### src/rtl/norm_ctrl.sv
// Leading-one normalization controller: loads an operand into the
// shift register, then shifts left until its MSB reads 1.
module norm_ctrl #(
  parameter int WIDTH = 16,
  parameter int CNT_W = 4
) (
  input  logic             clk,
  input  logic             rst,
  input  logic             start,
  input  logic [WIDTH-1:0] data_in,
  input  logic             msb_in,
  output logic             ld,
  output logic             shen,
  output logic [CNT_W-1:0] shamt,
  output logic             zero_flag,
  output logic             busy,
  output logic             done
);

  typedef enum logic [1:0] {
    IDLE = 2'd0,
    LOAD = 2'd1,
    SCAN = 2'd2,
    DONE = 2'd3
  } state_t;

  localparam logic [CNT_W-1:0] SH_MAX = CNT_W'(WIDTH - 1);

  state_t           state;
  state_t           state_nxt;
  logic [CNT_W-1:0] shamt_nxt;
  logic             zero_nxt;

  always_ff @(posedge clk or negedge rst) begin
    if (!rst) begin
      state     <= IDLE;
      shamt     <= '0;
      zero_flag <= 1'b0;
    end else begin
      state     <= state_nxt;
      shamt     <= shamt_nxt;
      zero_flag <= zero_nxt;
    end
  end

  always_comb begin
    state_nxt = state;
    shamt_nxt = shamt;
    zero_nxt  = zero_flag;
    ld        = 1'b0;
    shen      = 1'b0;
    done      = 1'b0;
    busy      = 1'b1;
    unique case (state)
      IDLE: begin
        busy = 1'b0;
        if (start) state_nxt = LOAD;
      end
      LOAD: begin
        ld        = 1'b1;
        shamt_nxt = '0;
        zero_nxt  = (data_in == '0);
        state_nxt = (data_in == '0) ? DONE : SCAN;
      end
      SCAN: begin
        shen = ~msb_in;
        if (msb_in) begin
          state_nxt = DONE;
        end else if (shamt == SH_MAX) begin
          // final shift with the count held saturated
          state_nxt = DONE;
        end else begin
          shamt_nxt = shamt + 1'b1;
        end
      end
      DONE: begin
        done      = 1'b1;
        state_nxt = IDLE;
      end
    endcase
  end

endmodule

### config.mk
export PLATFORM = sky130hd
export DESIGN_NAME = norm_ctrl
export DESIGN_NICKNAME = d
export VERILOG_FILES = /design/src/rtl/norm_ctrl.sv
export SDC_FILE = /design/constraint.sdc
export NUM_CORES = 1
export LEC_CHECK = 0
export CAP_MARGIN = 20
export CORE_AREA = 3 3 40 42
export DETAILED_ROUTE_END_ITERATION = 8
export DIE_AREA = 0 0 43 45
export HOLD_SLACK_MARGIN = 0.02
export PLACE_DENSITY = 0.81
export SYNTH_ARGS = -nofsm -noshare
export SYNTH_HDL_FRONTEND = slang
export SYNTH_SLANG_ARGS = --single-unit
### constraint.sdc
create_clock -name clk -period 2.8 [get_ports clk]
set_input_delay 0.56 -clock clk [delete_from_list [all_inputs] [get_ports clk]]
set_output_delay 0.56 -clock clk [all_outputs]
set_load 0.01 [all_outputs]
---- Yosys cells after proc, flatten, opt, wreduce, memory -nomap -nowiden ----
Index checks and enable logic that the tools add are counted.
storage, ports and cells
  input bits .............................. 20
  flip-flop bits (word level) ............. 7
cells by class
  reduce and logical (&&, ||, !) cells .... 5
  muxes and demuxes ....................... 12
  bitwise gates (word level) .............. 1
  add/sub/neg operators ................... 1
  equal/unequal tests ..................... 8
operators by type and width
  operator             number
  $logic_not 16->1     1
  $mux 4               2
  $pmux 2 s4           1
  $pmux 4 s2           1
  $mux 2               3
  $ne 2x2->1 const B   3
  $mux 1               5
  $add 4x1->4 const B  1
  $eq 2x2->1 const B   2
  $eq 4x4->1 const B   1
  $ne 3x3->1 const B   1
  $reduce_and 3->1     1
  $eq 2x1->1 const B   1
  $logic_not 2->1      1
  $reduce_and 2->1     1
  $reduce_bool 2->1    1
  $not 1->1            1

---- Depth between registers and ports, before layout ----
  depth after elaboration ................. 4
  depth in mapped cells ................... 7

---- Least setup slack after synthesis ----
OpenSTA, ideal clock, no wires.
  path kind ............................... register to register
  start point ............................. register state[1]
  end point ............................... register state[0]
  clock period less this slack ............ 1.707 ns
  path slack .............................. 1.093 ns
  stages on the path, launching flop included .. 7
  required time ........................... 2.714 ns
  buffers on the path ..................... 0
  arrival time ............................ 1.622 ns
  path through ............................ dfrtp_1 > inv_1 > ha_1 > or4b_1 > nor3_2 > nand4_1 > a32oi_1
between the ends
  cells in the longest elaborated chain, start to end .. 3
ends and longest elaborated chain
  element                                                    RTL line  text
  start: declaration                                         29        state_t state;
  start signal: assignment                                   40        state <= state_nxt;
  $eq 2x2->1 or $logic_not 2->1 (tied branches)              54        unique case (state)
  $ne 3x3->1 (no source line) or $ne 2x2->1 (tied branches)  -
  $reduce_and 2->1 (no source line)                          -
Several ways; a longest one is shown, not always the timed one.
A chain may end at the register's enable or synchronous reset.

---- Worst setup path after layout ----
  start point ............................. register state[0]
  end point ............................... output shen
between the ends
  cells in the longest elaborated chain, start to end .. 2
ends and longest elaborated chain
  element           RTL line  text
  $eq 2x2->1        54
  $mux 1            54
  end: declaration  13        output logic shen,
No other way between the ends.

==> flow_metrics.env <==
export IMPL_rows=13
export IMPL_ys_types=21
export IMPL_fmax_ghz=0.436
export IMPL_finalHoldViolCount=0
export IMPL_drt_iter0_markers=6
export IMPL_crit_path_cell_trace="inv_1, ha_1, nor2b_1, clkdlybuf4s50_1"
export IMPL_postSynth_asyncResetShare=1.00
export IMPL_worst_ep_required_time_ns=2.24
export IMPL_grt_ovfl_total=0
export IMPL_synthTopCellsByArea="dfrtp_1, ha_1, nand3_1, o21ai_0, inv_1"
export IMPL_coreArea_um2=1280
export IMPL_cts_buffer_depth=2
export IMPL_numPlacedInstances=93
export IMPL_avgSynthCellArea_um2=9.06
export IMPL_rsz0062_at_grt="no"
export IMPL_synth_edf_count=0
export IMPL_grt_pass1_vias=474
export IMPL_post_route_drc_count=0
export IMPL_final_nets=109
export IMPL_die_h_um=45
export IMPL_yosys_most_used_dff="dfrtp_1"
export IMPL_antenna_found_initial=0
export IMPL_period_needed_ns=2.29
export IMPL_grt_max_degree=8
export IMPL_clock_latency_ns=0.25
export IMPL_cellPowerDensity_nw_per_um2=711
export IMPL_use_met1=0.160
export IMPL_synth_top_area_frac=0.387
export IMPL_cp_slowest_cell="clkdlybuf4s50_1"
export IMPL_dieArea_um2=1940
export IMPL_fill_cells=117
export IMPL_netlist_area_um2=453
export IMPL_fin_crit_sh=0.819
export IMPL_cts_sinks=7
export IMPL_crit_arrival_ns=1.73
export IMPL_start_util=0.352
export IMPL_drt_wl_total_mm=1.30
export IMPL_p_leak_uw=0.000338
export IMPL_grt_met3_usage=0.0359
export IMPL_postLayoutCellArea_um2=782
export IMPL_grt_busiest_layer="met2"
export IMPL_synth_common_cells="dfrtp_1, ha_1, nand3_1"
export IMPL_place_congestion=0.757
export IMPL_synth_most_common_cell="dfrtp_1"
export IMPL_num_vias=502
export IMPL_worst_clock_skew_ns=0.00416
export IMPL_area_growth_pct=72.7
export IMPL_dp_hpwl_mm=1.03
export IMPL_synth_warnings=0
export IMPL_cts_root_buf="clkbuf_4"
export IMPL_utilization=0.609
export IMPL_ir_drop_uv=397
export IMPL_place_area_um2=756
export IMPL_clk_pin_slew_worst_paths_ns=0.06
export IMPL_slew_headroom=0.785
export IMPL_fin_tns_setup_ns=0
export IMPL_ios=29
export IMPL_antenna_left=0
export IMPL_finalSetupViolations=0
export IMPL_criticalPathCategory="flop to output pin"
export IMPL_cts_made_buffers=3
export IMPL_drive_above_1_share=0.0610
export IMPL_crit_fanout=5
export IMPL_min_path_type="flop to flop"
export IMPL_instances_no_fill=97
export IMPL_ys_seq_area_frac=0.387
export IMPL_grt_use_total=0.149
export IMPL_antenna_cells=0
export IMPL_postCtsSetupRepairBufs=0
export IMPL_cts_max_level=1
export IMPL_synth_seq_cells=7
export IMPL_drtPass1Iterations=4
export IMPL_cts_resized=0
export IMPL_critical_path_startpoint_type="flop"
export IMPL_hold_buffers=0
export IMPL_synth_fp_nets=76
export IMPL_cpPeakStageDelay_ns=0.55
export IMPL_status="finished, final reports clean"
export IMPL_grt_pass1_wl_mm=2.07
export IMPL_io_buffers=28
export IMPL_drv_slew=0
export IMPL_fp_dieW_um=43
export IMPL_synthCells=50
export IMPL_worst_pin_slew_ns=0.322
export IMPL_cts_tree="built"
export IMPL_yosys_area_top_type="dfrtp_1"
export IMPL_drv_cap=0
export IMPL_wire_per_inst_um=13.4
export IMPL_use_met2=0.275
export IMPL_crit_path_end_kind="output pin"
export IMPL_avgViaCountPerCell=5.18
-- flip-flops by register name (all words and copies together) (netlist names) --
signal and flops:
state 2, shamt 4, zero_flag 1
-- critical path, delay by kind of cell (launching register included) --
family,cells,cell delay (ns)
buf+inv,2,0.71
flops,1,0.42
fa+ha+maj,1,0.19
simple gates,1,0.16
-- layout make-up --
type / instances / area (µm²) / area share
clock buffer: 4 / 26.3 / 0.0336
inverter: 5 / 18.8 / 0.0240
multi-input combinational: 37 / 255 / 0.326
sequential: 7 / 175 / 0.224
tap: 15 / 18.8 / 0.0240
timing repair buffer: 29 / 288 / 0.368
-- final timing paths --
| kind | start | end | slack [ns] | cells after the start |
|---|---|---|---|---|
| setup / recovery | state[0]$_DFFE_PN0P_ | shen | 0.51 | 4 |
| hold / removal | zero_flag$_DFFE_PN0P_ | zero_flag$_DFFE_PN0P_ | 0.52 | 2 |
| setup reg to reg | state[1]$_DFFE_PN0P_ | state[0]$_DFFE_PN0P_ | 0.94 | 6 |
| hold reg to reg | zero_flag$_DFFE_PN0P_ | zero_flag$_DFFE_PN0P_ | 0.52 | 2 |
| max in group asynchronous | rst | shamt[0]$_DFFE_PN0P_ | 1.99 | 1 |
| min in group asynchronous | rst | shamt[3]$_DFFE_PN0P_ | 0.57 | 1 |
-- metal layers --
metal / routed length, µm / share of wire / vias to the layer above
met2: 720 / 0.55 / 23
met4: 14 / 0.011 / 0
met1: 491 / 0.38 / 232
li1: - / - / 245
met5: 0 / 0 / -
met3: 71 / 0.055 / 2
-- cell usage in the layout (no fill, tap or decap) --
| cell type | n |
|---|---|
| nor3_1 | 1 |
| o21ai_0 | 5 |
| nor4_1 | 2 |
| and3_1 | 1 |
| inv_1 | 5 |
| o31ai_1 | 1 |
| nor3_2 | 1 |
| clkbuf_1 | 1 |
| or4b_1 | 1 |
| clkdlybuf4s50_1 | 28 |
| nor2b_1 | 1 |
| dfrtp_1 | 7 |
| nand2_1 | 4 |
| nand4_1 | 1 |
| nor2_1 | 1 |
| a21oi_1 | 2 |
| a32oi_1 | 1 |
| a31oi_1 | 1 |
| a2bb2oi_1 | 1 |
| nand3_1 | 6 |
| xor2_1 | 1 |
| buf_4 | 1 |
| clkbuf_4 | 3 |
| ha_1 | 6 |
-- power by group --
part / internal, µW / switching [µW] / total [µW] / leakage (µW)
clock: 54.5 / 39.6 / 94.1 / 0.0000150
combinational: 155 / 147 / 301 / 0.000231
sequential: 129 / 31.2 / 161 / 0.0000920
-- kinds of logic after synthesis --
logic type               after synthesis  share of synthesized area
AND/OR/NAND/NOR                       19                      0.232
AO/OA/AOI/OAI                         11                      0.146
flip-flops                             7                      0.387
buffers and inverters                  6                     0.0497
adder cells (fa/ha/maj)                6                      0.166
XOR/XNOR                               1                     0.0193
-- per-stage QoR --
stage | worst slack [ns] | total power [µW] | hold WS, ns
floorplan | 1.09 | 318 | 0.264
global placement | 0.598 | 446 | 0.512
detailed placement | 0.588 | 459 | 0.514
CTS | 0.510 | 556 | 0.525
global route | 0.403 | 605 | 0.592
finish | 0.507 | 556 | 0.522
No activity file was read; power rests on OpenSTA's default activity.
